`config.mk`:
```
export PLATFORM = sky130hd
export DESIGN_NAME = rf_write_buffer
export DESIGN_NICKNAME = d
export VERILOG_FILES = /design/src/rtl/rf_pkg.sv /design/src/rtl/rfwb_entry_store.sv /design/src/rtl/rf_write_buffer.sv
export SDC_FILE = /design/constraint.sdc
export NUM_CORES = 1
export LEC_CHECK = 0
export CAP_MARGIN = 30
export CORE_UTILIZATION = 53
export CTS_CLUSTER_SIZE = 24
export DETAILED_ROUTE_END_ITERATION = 8
export PLACE_DENSITY = 0.88
export REMOVE_ABC_BUFFERS = 1
export SKIP_CTS_REPAIR_TIMING = 1
export SLEW_MARGIN = 20
export SYNTH_ARGS = -nofsm -noshare
export SYNTH_HDL_FRONTEND = slang
export SYNTH_SLANG_ARGS = --single-unit
```
`constraint.sdc`:
```
create_clock -name clk -period 2.8 [get_ports clk]
set_input_delay 0.42 -clock clk [delete_from_list [all_inputs] [get_ports clk]]
set_output_delay 0.42 -clock clk [all_outputs]
set_load 0.05 [all_outputs]
```
`src/rtl/rf_pkg.sv`:
```
// Shared register-file widths and entry payload for the RF write buffer.
package rf_pkg;
  localparam int unsigned RF_ADDR_W = 5;
  localparam int unsigned RF_DATA_W = 32;
  localparam logic [RF_ADDR_W-1:0] REG_ZERO = 5'd0;

  typedef struct packed {
    logic        live;
    logic [4:0]  addr;
    logic [31:0] data;
  } rf_wb_entry_t;
endpackage

```
`src/rtl/rfwb_entry_store.sv`:
```
// DEPTH-entry circular store of pending RF writes with per-entry kill compare.
// RFWB_BYPASS_EN exposes the raw entry array for forwarding.
module rfwb_entry_store
  import rf_pkg::*;
#(
  parameter int unsigned DEPTH  = 4,
  parameter int unsigned ADDR_W = RF_ADDR_W,
  parameter int unsigned DATA_W = RF_DATA_W
) (
  input  logic                     clk,
  input  logic                     rst_n,
  input  logic                     push,
  input  logic [ADDR_W-1:0]        push_addr,
  input  logic [DATA_W-1:0]        push_data,
  input  logic                     pop,
  input  logic                     kill_en,
  input  logic [ADDR_W-1:0]        kill_addr,
`ifdef RFWB_BYPASS_EN
  output logic [DEPTH-1:0]         ent_live,
  output logic [ADDR_W-1:0]        ent_addr [DEPTH],
  output logic [DATA_W-1:0]        ent_data [DEPTH],
  output logic [$clog2(DEPTH)-1:0] head_ptr,
`endif
  output logic                     head_live,
  output logic [ADDR_W-1:0]        head_addr,
  output logic [DATA_W-1:0]        head_data,
  output logic [$clog2(DEPTH):0]   count
);
  localparam int unsigned PTR_W = $clog2(DEPTH);
  localparam int unsigned CNT_W = PTR_W + 1;

  logic [PTR_W-1:0]  wr_ptr, rd_ptr;
  logic [DEPTH-1:0]  live;
  logic [ADDR_W-1:0] addr_q [DEPTH];
  logic [DATA_W-1:0] data_q [DEPTH];

  // Live bits stay clear for unoccupied slots, so the head bit alone says "present and live".
  always_ff @(posedge clk) begin
    if (!rst_n) begin
      wr_ptr <= '0;
      rd_ptr <= '0;
      count  <= '0;
      live   <= '0;
    end else begin
      for (int i = 0; i < DEPTH; i++) begin
        if (kill_en && live[i] && (addr_q[i] == kill_addr)) live[i] <= 1'b0;
      end
      if (pop) begin
        live[rd_ptr] <= 1'b0;
        rd_ptr       <= rd_ptr + PTR_W'(1);
      end
      if (push) begin
        live[wr_ptr] <= 1'b1;
        wr_ptr       <= wr_ptr + PTR_W'(1);
      end
      count <= count + CNT_W'(push) - CNT_W'(pop);
    end
  end

  // Payload needs no reset: it is only observed through a live bit.
  always_ff @(posedge clk) begin
    if (push) begin
      addr_q[wr_ptr] <= push_addr;
      data_q[wr_ptr] <= push_data;
    end
  end

  assign head_live = live[rd_ptr];
  assign head_addr = addr_q[rd_ptr];
  assign head_data = data_q[rd_ptr];

`ifdef RFWB_BYPASS_EN
  assign ent_live = live;
  assign ent_addr = addr_q;
  assign ent_data = data_q;
  assign head_ptr = rd_ptr;
`endif
endmodule

```
`src/rtl/rf_write_buffer.sv`:
```
// Queues multi-cycle producer results and drains them into the RF write port when the datapath is idle.
// Optional RFWB_BYPASS_EN adds read-port forwarding from the youngest live queued entry.
module rf_write_buffer
  import rf_pkg::*;
#(
  parameter int unsigned DEPTH  = 4,
  parameter int unsigned ADDR_W = RF_ADDR_W,
  parameter int unsigned DATA_W = RF_DATA_W
) (
  input  logic                   clk,
  input  logic                   rst_n,
  input  logic                   in_valid,
  output logic                   in_ready,
  input  logic [ADDR_W-1:0]      in_addr,
  input  logic [DATA_W-1:0]      in_data,
  input  logic                   dp_reg_write,
  input  logic [ADDR_W-1:0]      dp_write_register,
  input  logic [DATA_W-1:0]      dp_write_data,
`ifdef RFWB_BYPASS_EN
  input  logic [ADDR_W-1:0]      byp_addr1,
  input  logic [ADDR_W-1:0]      byp_addr2,
  output logic                   byp_hit1,
  output logic                   byp_hit2,
  output logic [DATA_W-1:0]      byp_data1,
  output logic [DATA_W-1:0]      byp_data2,
`endif
  output logic                   rf_reg_write,
  output logic [ADDR_W-1:0]      rf_write_register,
  output logic [DATA_W-1:0]      rf_write_data,
  output logic [$clog2(DEPTH):0] pending_cnt,
  output logic                   busy
);
  localparam int unsigned PTR_W = $clog2(DEPTH);
  localparam int unsigned CNT_W = PTR_W + 1;
  localparam logic [ADDR_W-1:0] ZERO_A = ADDR_W'(REG_ZERO);

  logic              push, pop, kill_en, head_live;
  logic [ADDR_W-1:0] head_addr;
  logic [DATA_W-1:0] head_data;

  assign in_ready = (pending_cnt != CNT_W'(DEPTH));
  assign busy     = (pending_cnt != '0);
  // Writes to $zero complete the handshake but are dropped.
  assign push     = in_valid && in_ready && (in_addr != ZERO_A);
  assign pop      = busy && (!head_live || !dp_reg_write);
  assign kill_en  = dp_reg_write && (dp_write_register != ZERO_A);

`ifdef RFWB_BYPASS_EN
  logic [DEPTH-1:0]  ent_live;
  logic [ADDR_W-1:0] ent_addr [DEPTH];
  logic [DATA_W-1:0] ent_data [DEPTH];
  logic [PTR_W-1:0]  head_ptr;
`endif

  rfwb_entry_store #(.DEPTH(DEPTH), .ADDR_W(ADDR_W), .DATA_W(DATA_W)) u_store (
    .clk       (clk),
    .rst_n     (rst_n),
    .push      (push),
    .push_addr (in_addr),
    .push_data (in_data),
    .pop       (pop),
    .kill_en   (kill_en),
    .kill_addr (dp_write_register),
`ifdef RFWB_BYPASS_EN
    .ent_live  (ent_live),
    .ent_addr  (ent_addr),
    .ent_data  (ent_data),
    .head_ptr  (head_ptr),
`endif
    .head_live (head_live),
    .head_addr (head_addr),
    .head_data (head_data),
    .count     (pending_cnt)
  );

  // RF port mux: datapath has priority, then a live head entry.
  always_comb begin
    rf_reg_write      = 1'b0;
    rf_write_register = head_addr;
    rf_write_data     = head_data;
    if (dp_reg_write) begin
      rf_reg_write      = 1'b1;
      rf_write_register = dp_write_register;
      rf_write_data     = dp_write_data;
    end else if (head_live) begin
      rf_reg_write = 1'b1;
    end
    if (!rst_n) rf_reg_write = 1'b0;
  end

`ifdef RFWB_BYPASS_EN
  // Scan oldest to youngest so the youngest live match wins.
  always_comb begin
    logic [PTR_W-1:0] idx;
    byp_hit1  = 1'b0;
    byp_hit2  = 1'b0;
    byp_data1 = '0;
    byp_data2 = '0;
    for (int k = 0; k < DEPTH; k++) begin
      idx = head_ptr + PTR_W'(k);
      if (ent_live[idx] && (byp_addr1 != ZERO_A) && (ent_addr[idx] == byp_addr1)) begin
        byp_hit1  = 1'b1;
        byp_data1 = ent_data[idx];
      end
      if (ent_live[idx] && (byp_addr2 != ZERO_A) && (ent_addr[idx] == byp_addr2)) begin
        byp_hit2  = 1'b1;
        byp_data2 = ent_data[idx];
      end
    end
  end
`endif
endmodule
```
After elaboration in Yosys (flattened, before gate mapping)
Memory sizes are Yosys's and may differ from the RTL's. A register that Yosys moved wholly into a read port is not among the register bits.
Index checks and enable logic that the tools add are counted.
Widths: inputs -> output; s select.
{ "totals": {"regBits": 11, "inputBits": 78, "word_cells": 70, "mem_count": 2, "output_inout_bits": 43, "ram_bits": 148} }
{ "memory_table": {"columns": ["memory", "words", "word_bits", "read_ports", "rd_clocked_by_memory_dff", "wr", "line_no", "source"], "rows": [
  ["u_store.data_q", 4, 32, 1, 1, 1, "rfwb_entry_store.sv:35", "logic [DATA_W-1:0] data_q [DEPTH];"],
  ["u_store.addr_q", 4, 5, 5, 1, 1, "rfwb_entry_store.sv:34", "logic [ADDR_W-1:0] addr_q [DEPTH];"]
]} }
{ "classes": {"n_lt_le_gt_ge": 4, "eq_ne": 5, "n_addsub": 4, "bitwise": 3, "n_mux": 28, "reduce_logical": 20} }
{ "ops": {"columns": ["cell", "count"], "rows": [
  ["$mux 32", 1],
  ["$eq 5x5->1", 4],
  ["$mux 1", 16],
  ["$logic_and 1x1->1", 14],
  ["$mux 4", 3],
  ["$reduce_bool 5->1", 2],
  ["$mux 2", 4],
  ["$lt 2x3->1 const B", 2],
  ["$mux 5", 1],
  ["$add 2x1->2 const B", 2],
  ["$and 4x4->4", 1],
  ["$demux 1 s2", 2],
  ["$ge 2x1->1 const B", 2],
  ["$not 4->4", 1],
  ["$or 4x4->4", 1],
  ["$add 3x1->3", 1],
  ["$ne 3x3->1 const B", 1],
  ["$reduce_bool 3->1", 1],
  ["$sub 3x1->3", 1],
  ["$bmux 1 s2", 1],
  ["$logic_not 1->1", 2],
  ["$logic_or 1x1->1", 1]
]} }

Depth between registers and ports, before layout
{ "logic_depth": {"depth_word": 11, "depth_mapped": 11, "depth_no_buf": 11} }

Cells and area by module
Synthesis repeated with hierarchy kept, for this count alone.
{ "hier_totals": {"cells_unflattened": 333, "area_unflattened_um2": 6772.7} }
{ "by_module_without_submodules": {"columns": ["module", "cells_per_inst", "seq_area_each_um2", "area_each_um2", "instances"], "rows": [
  ["rfwb_entry_store", 284, 4704.5, 6273.5, 1],
  ["rf_write_buffer", 49, 0.0, 499.2, 1]
]} }

Worst setup path after synthesis
No wires, ideal clock.
{ "synth_path": {"kind": "reg-to-reg", "startpoint": "reg u_store.count[1]", "endpoint": "mem u_store.addr_q[0][0] in the netlist's numbering (enable)", "period_less_slack_ps": 2883, "path_stages_with_launch": 6, "n_path_buf": 1, "setup_ps": 392, "arrival_time_ps": 2491, "setup_slack_ps": -83, "cell_sequence": "dfxtp_1 > or3b_1 > o311a_1 > buf_2 > nand2_1 > inv_1"} }
{ "synth_via": {"elab_chain_cells": 5} }
{ "synth_rtl": {"columns": ["element", "line_no", "source"], "rows": [
  ["start: declaration", "rfwb_entry_store.sv:27", "output logic [$clog2(DEPTH):0] count"],
  ["start signal: assignment", "rfwb_entry_store.sv:56", "count <= count + CNT_W'(push) - CNT_W'(pop);"],
  ["$ne 3x3->1", "rf_write_buffer.sv:41", "assign in_ready = (pending_cnt != CNT_W'(DEPTH));"],
  ["named net in_ready", "rf_write_buffer.sv:13", "output logic in_ready,"],
  ["$logic_and 1x1->1 (2 in series)", "rf_write_buffer.sv:44", "assign push = in_valid && in_ready && (in_addr != ZERO_A);"],
  ["$mux 1", "rfwb_entry_store.sv:62", "if (push) begin"],
  ["$mux 1 (not written as such)", "rfwb_entry_store.sv:63", "addr_q[wr_ptr] <= push_addr;"],
  ["end: declaration", "rfwb_entry_store.sv:34", null]
]} }
The timed path passes the listed nets, and every way through them passes these cells.

Final worst setup path
{ "layout_path": {"startpoint": "reg u_store.rd_ptr[0]", "endpoint": "reg u_store.count[2]"} }
{ "layout_via": {"elab_chain_cells": 6} }
{ "layout_rtl": {"columns": ["element", "line_no", "source"], "rows": [
  ["start: declaration", "rfwb_entry_store.sv:32", "logic [PTR_W-1:0] wr_ptr, rd_ptr;"],
  ["start signal: assignment", "rfwb_entry_store.sv:50", "rd_ptr <= rd_ptr + PTR_W'(1);"],
  ["$bmux 1 s2", "rfwb_entry_store.sv:68", "assign head_live = live[rd_ptr];"],
  ["$mux 1 (not written as such)", "rfwb_entry_store.sv:68", null],
  ["$logic_not 1->1", "rf_write_buffer.sv:45", "assign pop = busy && (!head_live || !dp_reg_write);"],
  ["$logic_or 1x1->1", "rf_write_buffer.sv:45", null],
  ["$logic_and 1x1->1", "rf_write_buffer.sv:45", null],
  ["$sub 3x1->3", "rfwb_entry_store.sv:56", null]
]} }
Every way passes these cells. The select of a mux whose other input is x is not followed.
A chain may end at the register's enable or synchronous reset.

==> summary.log <==
qor: logic_synthesis.ys_seq_elements 161
qor: logic_synthesis.asyncSetResetFlopFracSynth 0
qor: critical_path.critPathArrivalTime 2920 ps
qor: power_and_ir_drop.fin_total_pwr 8.33 mW
qor: placed_design.port_buffer_count 120
qor: placed_design.dp.cells 628
qor: logic_synthesis.synth_cell_type_count 32
qor: logic_synthesis.library_cell_with_the_largest_summed_area_after_synthesis edfxtp_1
qor: critical_path.setup.worst_path.start_class flip-flop
qor: power_and_ir_drop.power.leakage 2.99 nW
qor: timing.grt_setup_unrepaired false
qor: timing.total_count_of_max_transition_violations_in_the_final_report 0
qor: floorplan.start_util 0.555
qor: critical_path.worstSetupPathType reg2reg
qor: logic_synthesis.portion_of_the_post_synthesis_area_used_by_sequential_elements 0.695
qor: power_and_ir_drop.worst_ir_drop_vdd 0.870 mV
qor: placed_design.place.gp.congestion 0.888
qor: final_layout.final_util 0.713
qor: global_route.number_of_antenna_violations_at_the_first_check_in_global_routing 1
qor: drt.drc_errors 0
qor: clock_tree.tritoncts yes
qor: timing.fmax 0.380 GHz
qor: clock_tree.total_clock_buffers_created_by_cts 17
qor: timing.period_share 0.940
qor: floorplan.floorplan.die_area 0.0132 mm^2
qor: final_layout.ratio_of_cells_with_drive_above_1_in_the_final_layout 0.348
qor: clock_tree.cts.root.buffer_cell clkbuf_16
qor: logic_synthesis.post_synth_instance_area 0.00677 mm^2
qor: final_layout.fillerInstances 769
qor: clock_tree.path_clk_slew 60 ps
qor: drt.drtPass1Iterations 5
qor: clock_tree.ctsLongestPathBuffers 2
qor: final_layout.num_antenna_cells 0
qor: floorplan.die_w 115 um
qor: critical_path.crit_slowest_cell mux4_2
qor: floorplan.floorplan.io_pins 121
qor: logic_synthesis.share_of_yosys_cell_area_claimed_by_the_top_area_cell_type 0.656
qor: clock_tree.clock_tree.htree_level_count 4
qor: logic_synthesis.dominantRegCellSynth edfxtp_1
qor: final_layout.nets 568
qor: critical_path.cp-end-kind flip-flop
qor: critical_path.path_cells mux4_2, a21o_1, inv_2, ha_1, inv_1, ha_1, inv_1, fa_1, xor2_1, xnor2_1, nor2_1
qor: clock_tree.clkLatencyLatePin 420 ps
qor: timing.timing.final.ws_setup 169 ps
qor: final_layout.finalNonFillerCells 659
qor: critical_path.crit_buf_inv 3
qor: global_route.globalRoute.totalOverflow 0
qor: min_path.hold_path_class reg2reg
qor: drt.via_per_inst 5.60
qor: placed_design.detailed_place_hpwl 8.93 mm
qor: logic_synthesis.synth-warning-count 0
qor: logic_synthesis.postSynthAreaPerCell 19.7 um^2
qor: drt.first_iteration_detailed_routing_drc_count 267
qor: floorplan.rows 40
qor: drt.detailroute.via_count 3691
qor: placed_design.dpl_worst_slack 192 ps
qor: logic_synthesis.synth_cells 343
qor: global_route.wire_length_of_the_first_global_routing_pass 20.9 mm
qor: global_route.first_global_vias 3741
qor: drt.route.antenna.remaining_nets 0
qor: timing.worst_slew_pin_slew 579 ps
qor: timing.report.final.setup_viol 0
qor: critical_path.critPathRequiredTime 3090 ps
qor: timing.period_minus_slack 2630 ps
qor: drt.drt-total-wl 14.0 mm
qor: clock_tree.cts.sink_count 161
qor: outcome.status finished clean
qor: critical_path.timing.critical_path.fanout_max 5
qor: critical_path.critPathMaxStageDelay 570 ps
qor: final_layout.area_delta_synth_final 28.6%
qor: logic_synthesis.synth_area_leaders edfxtp_1 66%, mux4_2 13%, mux2_2 6.2%, dfxtp_1 3.8%, xnor2_1 1.9%
qor: timing.slew_headroom 0.614
qor: run.max_cap_viol_count 0
qor: logic_synthesis.post-synth-top-count-cell edfxtp_1
qor: global_route.pin_count_of_the_biggest_net_entering_global_routing 40
qor: logic_synthesis.post_synth_most_frequent_cells 148 x edfxtp_1, 38 x mux4_2, 37 x mux2_2, 15 x xnor2_1
qor: timing.finalHoldViolations 0
qor: power_and_ir_drop.power-per-cell-area 956 mW/mm^2
qor: timing.finalClockSkew 10.8 ps
qor: floorplan.core_region_area 0.0122 mm^2
qor: critical_path.cpLargestDelayFamily adder cells
qor: logic_synthesis.synth-edff-count 148
qor: floorplan.die_height 115 um
qor: drt.routedWlPerCell 21.2 um
qor: global_route.grt_util_all_layers 0.225
==> placed cells by master, fill, tap and decap left out, drive strengths merged, types with 8 or more instances in the layout <==
master	n
edfxtp	148
xnor2	15
inv	16
mux2	37
nor2	9
clkbuf	18
mux4	38
xor2	9
clkdlybuf4s50	81
buf	55
ha	10
dfxtp	13
clkinv	8
==> path summary, 6_finish.rpt <==
check / startpoint / endpoint / slack (ps) / cells after the start
min: u_store.live[1] / u_store.live[1] / 510 / 2
max reg2reg: u_store.rd_ptr[0] / u_store.count[2] / 170 / 11
min reg2reg: u_store.live[1] / u_store.live[1] / 510 / 2
max: u_store.rd_ptr[0] / u_store.count[2] / 170 / 11
==> logic make-up after synthesis <==
group                    Yosys count  share of synthesized area
XOR/XNOR                          24                     0.0310
AND/OR/NAND/NOR                   22                     0.0157
AO/OA/AOI/OAI                     15                     0.0235
multiplexers                      77                      0.191
flip-flops                       161                      0.695
adder cells (fa/ha/maj)           11                     0.0214
buffers and inverters             33                     0.0227
==> metrics by stage <==
step	setup TNS (ps)	cell area, um^2	hold WS [ps]
floorplan	-30090	6670	465
global placement	0	8120	494
detailed placement	0	8120	489
CTS	0	8710	505
global route	0	8710	530
finish	0	8710	513
==> sequential cells by signal, indices dropped and copies added, names as in the netlist, named ones only <==
| name | cells |
|---|---|
| u_store.addr_q | 20 |
| u_store.count | 3 |
| u_store.data_q | 128 |
| u_store.live | 4 |
| u_store.rd_ptr | 2 |
| u_store.wr_ptr | 2 |
==> worst min-delay path, delay by kind of cell, from the launching register on <==
| family | cells | cell delay [ps] |
|---|---|---|
| AOI/OAI and AO/OA | 2 | 140 |
| DFF | 1 | 320 |
==> metal layers <==
| layer | part of all wire | up-vias | global-route usage |
|---|---|---|---|
| met4 | 0.022 | 0 | 0.0961 |
| li1 | - | 1643 | - |
| met3 | 0.072 | 20 | 0.0496 |
| met2 | 0.51 | 181 | 0.378 |
| met5 | 0 | - | 0 |
| met1 | 0.40 | 1847 | 0.286 |
==> report_power, final <==
group | total, mW | internal [mW] | switching [mW]
Clock | 2.30 | 1.40 | 0.897
Sequential | 3.12 | 2.95 | 0.173
Combinational | 2.91 | 1.24 | 1.67
Total | 8.33 | 5.59 | 2.74
==> layout make-up <==
| cell class | count | area, um^2 | area share |
|---|---|---|---|
| Clock buffer | 18 | 429 | 0.0493 |
| Clock inverter | 13 | 163 | 0.0187 |
| Inverter | 14 | 52.6 | 0.00603 |
| Multi-Input combinational cell | 149 | 1910 | 0.220 |
| Sequential cell | 161 | 4710 | 0.541 |
| Tap cell | 168 | 210 | 0.0241 |
| Timing Repair Buffer | 136 | 1230 | 0.142 |
(Power assumes the default switching activity.)
